$ cat src/rtl/spi_loader_seq.sv
// Sequences the SPI flash loader: init pulse, load-done wait with timeout, then a
// FIFO-to-RAM word copy throttled by destination ready; reports done, abort and timeout.
module spi_loader_seq #(
  parameter int ADDR_W    = 14,
  parameter int CNT_W     = 16,
  parameter int TIMEOUT_W = 20
) (
  input  logic              clk,
  input  logic              resetn,
  input  logic              i_start,
  input  logic [ADDR_W-1:0] i_base_addr,
  input  logic [CNT_W-1:0]  i_word_cnt,
  input  logic              i_abort,
  output logic              o_busy,
  output logic              o_done,
  output logic              o_err_timeout,
  output logic              o_ldr_init,
  output logic              o_ldr_fill,
  input  logic              i_ldr_fifo_empty,
  input  logic              i_ldr_fifo_low,
  output logic              o_ldr_fifo_rd,
  input  logic [31:0]       i_ldr_fifo_dout,
  input  logic              i_ldr_load_done,
  output logic              o_mem_we,
  output logic [ADDR_W-1:0] o_mem_addr,
  output logic [31:0]       o_mem_wdata,
  input  logic              i_mem_ready
);

  localparam int TW = (TIMEOUT_W > 0) ? TIMEOUT_W : 1;
  localparam bit TO_EN = (TIMEOUT_W > 0);
  // Last counter value before the wait reaches 2**TIMEOUT_W-1 cycles.
  localparam logic [TW-1:0] TO_LAST = {TW{1'b1}} - TW'(1);

  typedef enum logic [2:0] {S_IDLE, S_INIT, S_WAIT_LD, S_XFER, S_DONE} state_t;

  state_t            state_q, state_d;
  logic [ADDR_W-1:0] cur_addr_q, cur_addr_d;
  logic [CNT_W-1:0]  remain_q, remain_d;
  logic [TW-1:0]     wait_q, wait_d;
  logic              busy_q, busy_d;
  logic              done_q, done_d;
  logic              err_q, err_d;
  logic              init_q, init_d;
  logic              fill_q, fill_d;
  logic              we_q, we_d;
  logic [ADDR_W-1:0] addr_q, addr_d;
  logic [31:0]       wdata_q, wdata_d;
  logic              pop;
  logic              abort_hit;

  assign abort_hit = i_abort && (state_q != S_IDLE);

  always_comb begin
    state_d    = state_q;
    cur_addr_d = cur_addr_q;
    remain_d   = remain_q;
    wait_d     = wait_q;
    err_d      = err_q;
    addr_d     = addr_q;
    wdata_d    = wdata_q;
    pop        = 1'b0;

    case (state_q)
      S_IDLE: begin
        if (i_start) begin
          cur_addr_d = i_base_addr;
          remain_d   = i_word_cnt;
          err_d      = 1'b0;
          state_d    = (i_word_cnt == '0) ? S_DONE : S_INIT;
        end
      end
      S_INIT: begin
        wait_d  = '0;
        state_d = S_WAIT_LD;
      end
      S_WAIT_LD: begin
        if (i_ldr_load_done) begin
          state_d = S_XFER;
        end else if (TO_EN && (wait_q == TO_LAST)) begin
          err_d   = 1'b1;
          state_d = S_IDLE;
        end else begin
          wait_d = wait_q + TW'(1);
        end
      end
      S_XFER: begin
        pop = !i_ldr_fifo_empty && i_mem_ready && (remain_q != '0);
        if (pop) begin
          addr_d     = cur_addr_q;
          wdata_d    = i_ldr_fifo_dout;
          cur_addr_d = cur_addr_q + ADDR_W'(1);
          remain_d   = remain_q - CNT_W'(1);
          if (remain_q == CNT_W'(1)) state_d = S_DONE;
        end
      end
      S_DONE:  state_d = S_IDLE;
      default: state_d = S_IDLE;
    endcase

    // Abort wins over every transition, including last-word and timeout.
    if (abort_hit) begin
      state_d    = S_IDLE;
      pop        = 1'b0;
      cur_addr_d = cur_addr_q;
      remain_d   = remain_q;
      err_d      = err_q;
      addr_d     = addr_q;
      wdata_d    = wdata_q;
    end

    busy_d = (state_d != S_IDLE);
    done_d = (state_q == S_DONE) && !i_abort;
    init_d = (state_d == S_INIT);
    fill_d = (state_d == S_XFER) && i_ldr_fifo_low;
    we_d   = pop;
  end

  always_ff @(posedge clk or negedge resetn) begin
    if (!resetn) begin
      state_q    <= S_IDLE;
      cur_addr_q <= '0;
      remain_q   <= '0;
      wait_q     <= '0;
      busy_q     <= 1'b0;
      done_q     <= 1'b0;
      err_q      <= 1'b0;
      init_q     <= 1'b0;
      fill_q     <= 1'b0;
      we_q       <= 1'b0;
      addr_q     <= '0;
      wdata_q    <= '0;
    end else begin
      state_q    <= state_d;
      cur_addr_q <= cur_addr_d;
      remain_q   <= remain_d;
      wait_q     <= wait_d;
      busy_q     <= busy_d;
      done_q     <= done_d;
      err_q      <= err_d;
      init_q     <= init_d;
      fill_q     <= fill_d;
      we_q       <= we_d;
      addr_q     <= addr_d;
      wdata_q    <= wdata_d;
    end
  end

  assign o_busy        = busy_q;
  assign o_done        = done_q;
  assign o_err_timeout = err_q;
  assign o_ldr_init    = init_q;
  assign o_ldr_fill    = fill_q;
  assign o_ldr_fifo_rd = pop;
  assign o_mem_we      = we_q;
  assign o_mem_addr    = addr_q;
  assign o_mem_wdata   = wdata_q;

endmodule

$ cat config.mk
export PLATFORM = sky130hd
export DESIGN_NAME = spi_loader_seq
export DESIGN_NICKNAME = d
export VERILOG_FILES = /design/src/rtl/spi_loader_seq.sv
export SDC_FILE = /design/constraint.sdc
export NUM_CORES = 1
export LEC_CHECK = 0
export BUFFER_PORTS_ARGS = -buffer_cell sky130_fd_sc_hd__buf_4
export CAP_MARGIN = 40
export CORE_ASPECT_RATIO = 0.6
export CORE_MARGIN = 10
export CORE_UTILIZATION = 54
export CTS_CLUSTER_SIZE = 14
export DETAILED_ROUTE_END_ITERATION = 7
export GPL_TIMING_DRIVEN = 0
export MAX_ROUTING_LAYER = met4
export PLACE_DENSITY = 0.9
export SLEW_MARGIN = 20
export SYNTH_ARGS = -nofsm -noshare
export SYNTH_HDL_FRONTEND = slang
export SYNTH_SLANG_ARGS = --single-unit
$ cat constraint.sdc
create_clock -name clk -period 3.2 [get_ports clk]
set_clock_uncertainty 0.1 [all_clocks]
set_input_delay 0.48 -clock clk [delete_from_list [all_inputs] [get_ports clk]]
set_output_delay 0.48 -clock clk [all_outputs]
set_load 0.02 [all_outputs]
==> results.txt <==
The run finished with clean final reports. The arrival time of data at the critical path endpoint came out at 2.47 ns. The remaining global-route overflow came out at 0. Counting stages on the worst path, the most repeated cell is sky130_fd_sc_hd__buf_12. The cell sitting at the root of the clock tree is a sky130_fd_sc_hd__clkbuf_16. TritonCTS built the clock tree.

The final hold slack came out at 0.226 ns. The length of routed wiring on met1 came out at 7080 microns. The first-pass GRT wire length came out at 24700 microns. After synthesis, the share of flip-flops with an asynchronous set or reset is 100%. The number of buffers inserted during clock tree synthesis came out at 9.

The initial core utilization came out at 54.9%. In the final design database the tool counted 723 nets. The most frequent standard cell in the layout excluding fill and tap cells is sky130_fd_sc_hd__buf_4. The die area is 14500 sq um.

The via-per-instance ratio is 6.02. The count of final max-slew check failures is 0. The final layout contains routed wiring with a total length of 15300 microns. The synthesized area per cell is 10.5 sq um. Summing over every cut layer, the via total after detailed routing is 4739.

The initial antenna violation count is 0. At the end of the flow the core is filled with cells to 69.6%. The worst slew margin relative to its limit is 33.4%. The post-synthesis sequential element count is 105. The signal on the critical path passes through inv_2, ha_1, or3b_4, nor4_4, or2_4, buf_12, buf_12, inv_1, buf_4. STA classifies the critical path endpoint as a primary output.

The combined area of all synthesized cells is 5370 sq um. The final critical delay including setup and external delays is 3.05 ns. The first-pass detailed-route iteration total is 6. The count of antenna-violating nets left after detailed routing came out at 0. In this run, the number of DRC markers left after iteration 0 of detailed routing was 460.

The number of global-route vias before repair came out at 4593. Of the cells placed in the final design, the portion with a size suffix greater than 1 is 33.3%. The repair_antennas step left the layout with diodes totalling 0.

The cell area reported after detailed placement came out at 6480 sq um. The category of the critical setup timing path is register to primary output. Total power for the finished layout comes to 0.00580 W. The measured slew at the worst slew-check pin is 0.984 ns. The worst ir drop on vdd is 0.000417 V. The pin count of the biggest net entering global routing is 64. The fill cell instance count of the final layout is 721.

Input and output buffers added on the ports amount to 122. The fraction of the cycle the final worst path needs came out at 95.2%. The top cell family by delay on the critical path is simple AND/OR/NAND/NOR gates. The final weighted congestion of routability-driven global placement is 0.979. The floorplan has 28 rows. Of all nets on the critical path, the largest fanout is 10. The final number of setup-violating endpoints came out at 0.

Summing the sequential cell areas from Yosys gives 49.0% of the chip area. The post-detailed-placement half-perimeter wirelength came out at 11600 microns. After detailed routing, the average wire length per cell comes to 19.5 microns. The final number of hold-violating endpoints is 0. The static power due to leakage is 3.13 nW. The maximum achievable frequency came out at 328 MHz. The area overhead of the layout relative to synthesis came out at 26.8%.

The data required time of the worst path came out at 2.62 ns. Among all flip-flop cells after synthesis, the most frequent one is sky130_fd_sc_hd__dfrtp_1. The post-route setup TNS is 0 ns. Global routing used 21.4% of the available tracks across all layers. The die width is 149 microns. In this run the power density over the cells is 853 nW/um^2. For this run, the number of Yosys warnings is 0.

The clock latency reported for the late side of the worst-skew pair is 0.36 ns. Yosys mapped a number of flops with a built-in enable equal to 0. In this design, the stage delay of the slowest critical-path cell is 0.45 ns. In this run the deepest clock path goes through 2 buffers. The min-delay analysis places its worst path in the category primary input to register.

On the critical path, the stage with the largest delay is an instance of sky130_fd_sc_hd__dfrtp_2. The startpoint kind of the worst setup timing path is a register. The sum of met2 wire segment lengths after detailed routing is 6740 microns.

The top cell types in the final layout, fill and taps aside, are sky130_fd_sc_hd__buf_4, sky130_fd_sc_hd__dfrtp_1, sky130_fd_sc_hd__a21oi_1. The number of nets in the synthesized netlist is 585. Wire segments on met3 add up to 1380 microns in the final route. The DRC violation count after routing is 0. The number of maximum-capacitance violations came out at 0. Setup repair after global routing left no endpoint under its margin. The I/O pin count is 123.

In this run the top signal layer used is met4. The sink count of the clock tree is 105. The cell count after synthesis came out at 509.

CTS built an H-tree with a depth of 3. The core region is 9770 sq um. Synthesis instantiated 56 different standard cells from the library. The clock input transition at the sequential cells of the worst setup and hold paths came out at 0.07 ns. The post-route standard cell area excluding fillers came out at 6800 sq um. The floorplan die height is 97.2 microns. Together, buffers and inverters on the worst path number 5.
[worst paths after layout]
check                      slack (ns)         endpoint  cells past startpoint       startpoint
setup / recovery                 0.15    o_ldr_fifo_rd                      9      remain_q[0]
hold / removal                   0.23           o_done                      2          i_abort
setup reg to reg                 0.40       wait_q[10]                      6       state_q[2]
hold reg to reg                  0.41  o_mem_wdata[15]                      1  o_mem_wdata[15]
max in group asynchronous        1.85   o_mem_wdata[3]                      3           resetn
min in group asynchronous        0.52        wait_q[2]                      2           resetn
[report_power, final]
part           total (W)  switching [W]  internal [W]
Clock            0.00108       0.000532      0.000548
Combinational    0.00246        0.00135       0.00111
Sequential       0.00227       0.000451       0.00182
[layer usage]
layer / vias to the layer above / GRT usage, %
met4: 0 / 4.70
li1: 2170 / -
met5: - / -
met3: 24 / 5.72
met2: 250 / 31.2
met1: 2295 / 29.1
[flip-flops by register name (all words and copies together) (netlist names)]
signal,cells
o_ldr_fill,1
remain_q,16
o_done,1
cur_addr_q,14
o_mem_we,1
o_busy,1
o_err_timeout,1
state_q,3
o_ldr_init,1
o_mem_wdata,32
o_mem_addr,14
wait_q,20
[kinds of logic (layout without fill, tap and decap cells)]
group	Yosys count	in the layout	share of synthesized area [%]
DFF	105	105	49.0
AOI/OAI and AO/OA	130	130	14.3
muxes	48	48	12.1
and+or+nand+nor	177	177	18.2
buffers and inverters	36	179	3.99
adders and majority gates	6	6	1.40
xor gates and xnor gates	7	7	1.14
[through the flow]
step                setup WS [ns]  instances
global route               0.0247        787
global placement            0.495        766
CTS                        0.0874        784
detailed placement          0.467        767
floorplan                   0.745        509
finish                      0.153        787
[timing repair]
action | 4_1_cts | 5_1_grt
hold buffers | 1 | 0
resized for setup | 0 | 4
setup endpoints to repair | 0 | 1
endpoints found under the hold margin | 42 | 0
setup buffers | 0 | 2
[worst reg2reg max path: cells and delay by family, from the launching register on]
kind | cells | cell delay, ns
and+or+nand+nor | 2 | 1.13
AOI/OAI and AO/OA | 3 | 0.86
DFF | 1 | 0.39
buffers and inverters | 1 | 0.21
[cell usage after synthesis, types with 8 or more instances]
cell type,number,share of area [%]
sky130_fd_sc_hd__a21oi_1,61,5.7
sky130_fd_sc_hd__buf_2,8,0.75
sky130_fd_sc_hd__clkbuf_1,14,0.98
sky130_fd_sc_hd__dfrtp_1,105,49
sky130_fd_sc_hd__inv_1,9,0.63
sky130_fd_sc_hd__mux2_2,17,3.6
sky130_fd_sc_hd__mux2_4,29,8.1
sky130_fd_sc_hd__nand2_1,43,3.0
sky130_fd_sc_hd__nand3_1,24,2.2
sky130_fd_sc_hd__nand4_1,10,1.2
sky130_fd_sc_hd__nor2_1,25,1.7
sky130_fd_sc_hd__nor3_1,9,0.84
sky130_fd_sc_hd__nor4_1,13,1.5
sky130_fd_sc_hd__o21ai_0,24,2.2
sky130_fd_sc_hd__o22ai_1,11,1.3
sky130_fd_sc_hd__or3_1,8,0.93
[cell type report]
type	instances	area [sq um]	share of cell area, %
plain buffers	27	180	2.65
clock inverters	6	57.6	0.846
inverters	9	33.8	0.497
clock buffers	10	229	3.37
flip-flops and latches	105	2630	38.6
well taps	135	169	2.48
repair buffers	127	977	14.4
multi-input cells	368	2530	37.2
(Power assumes the default switching activity.)
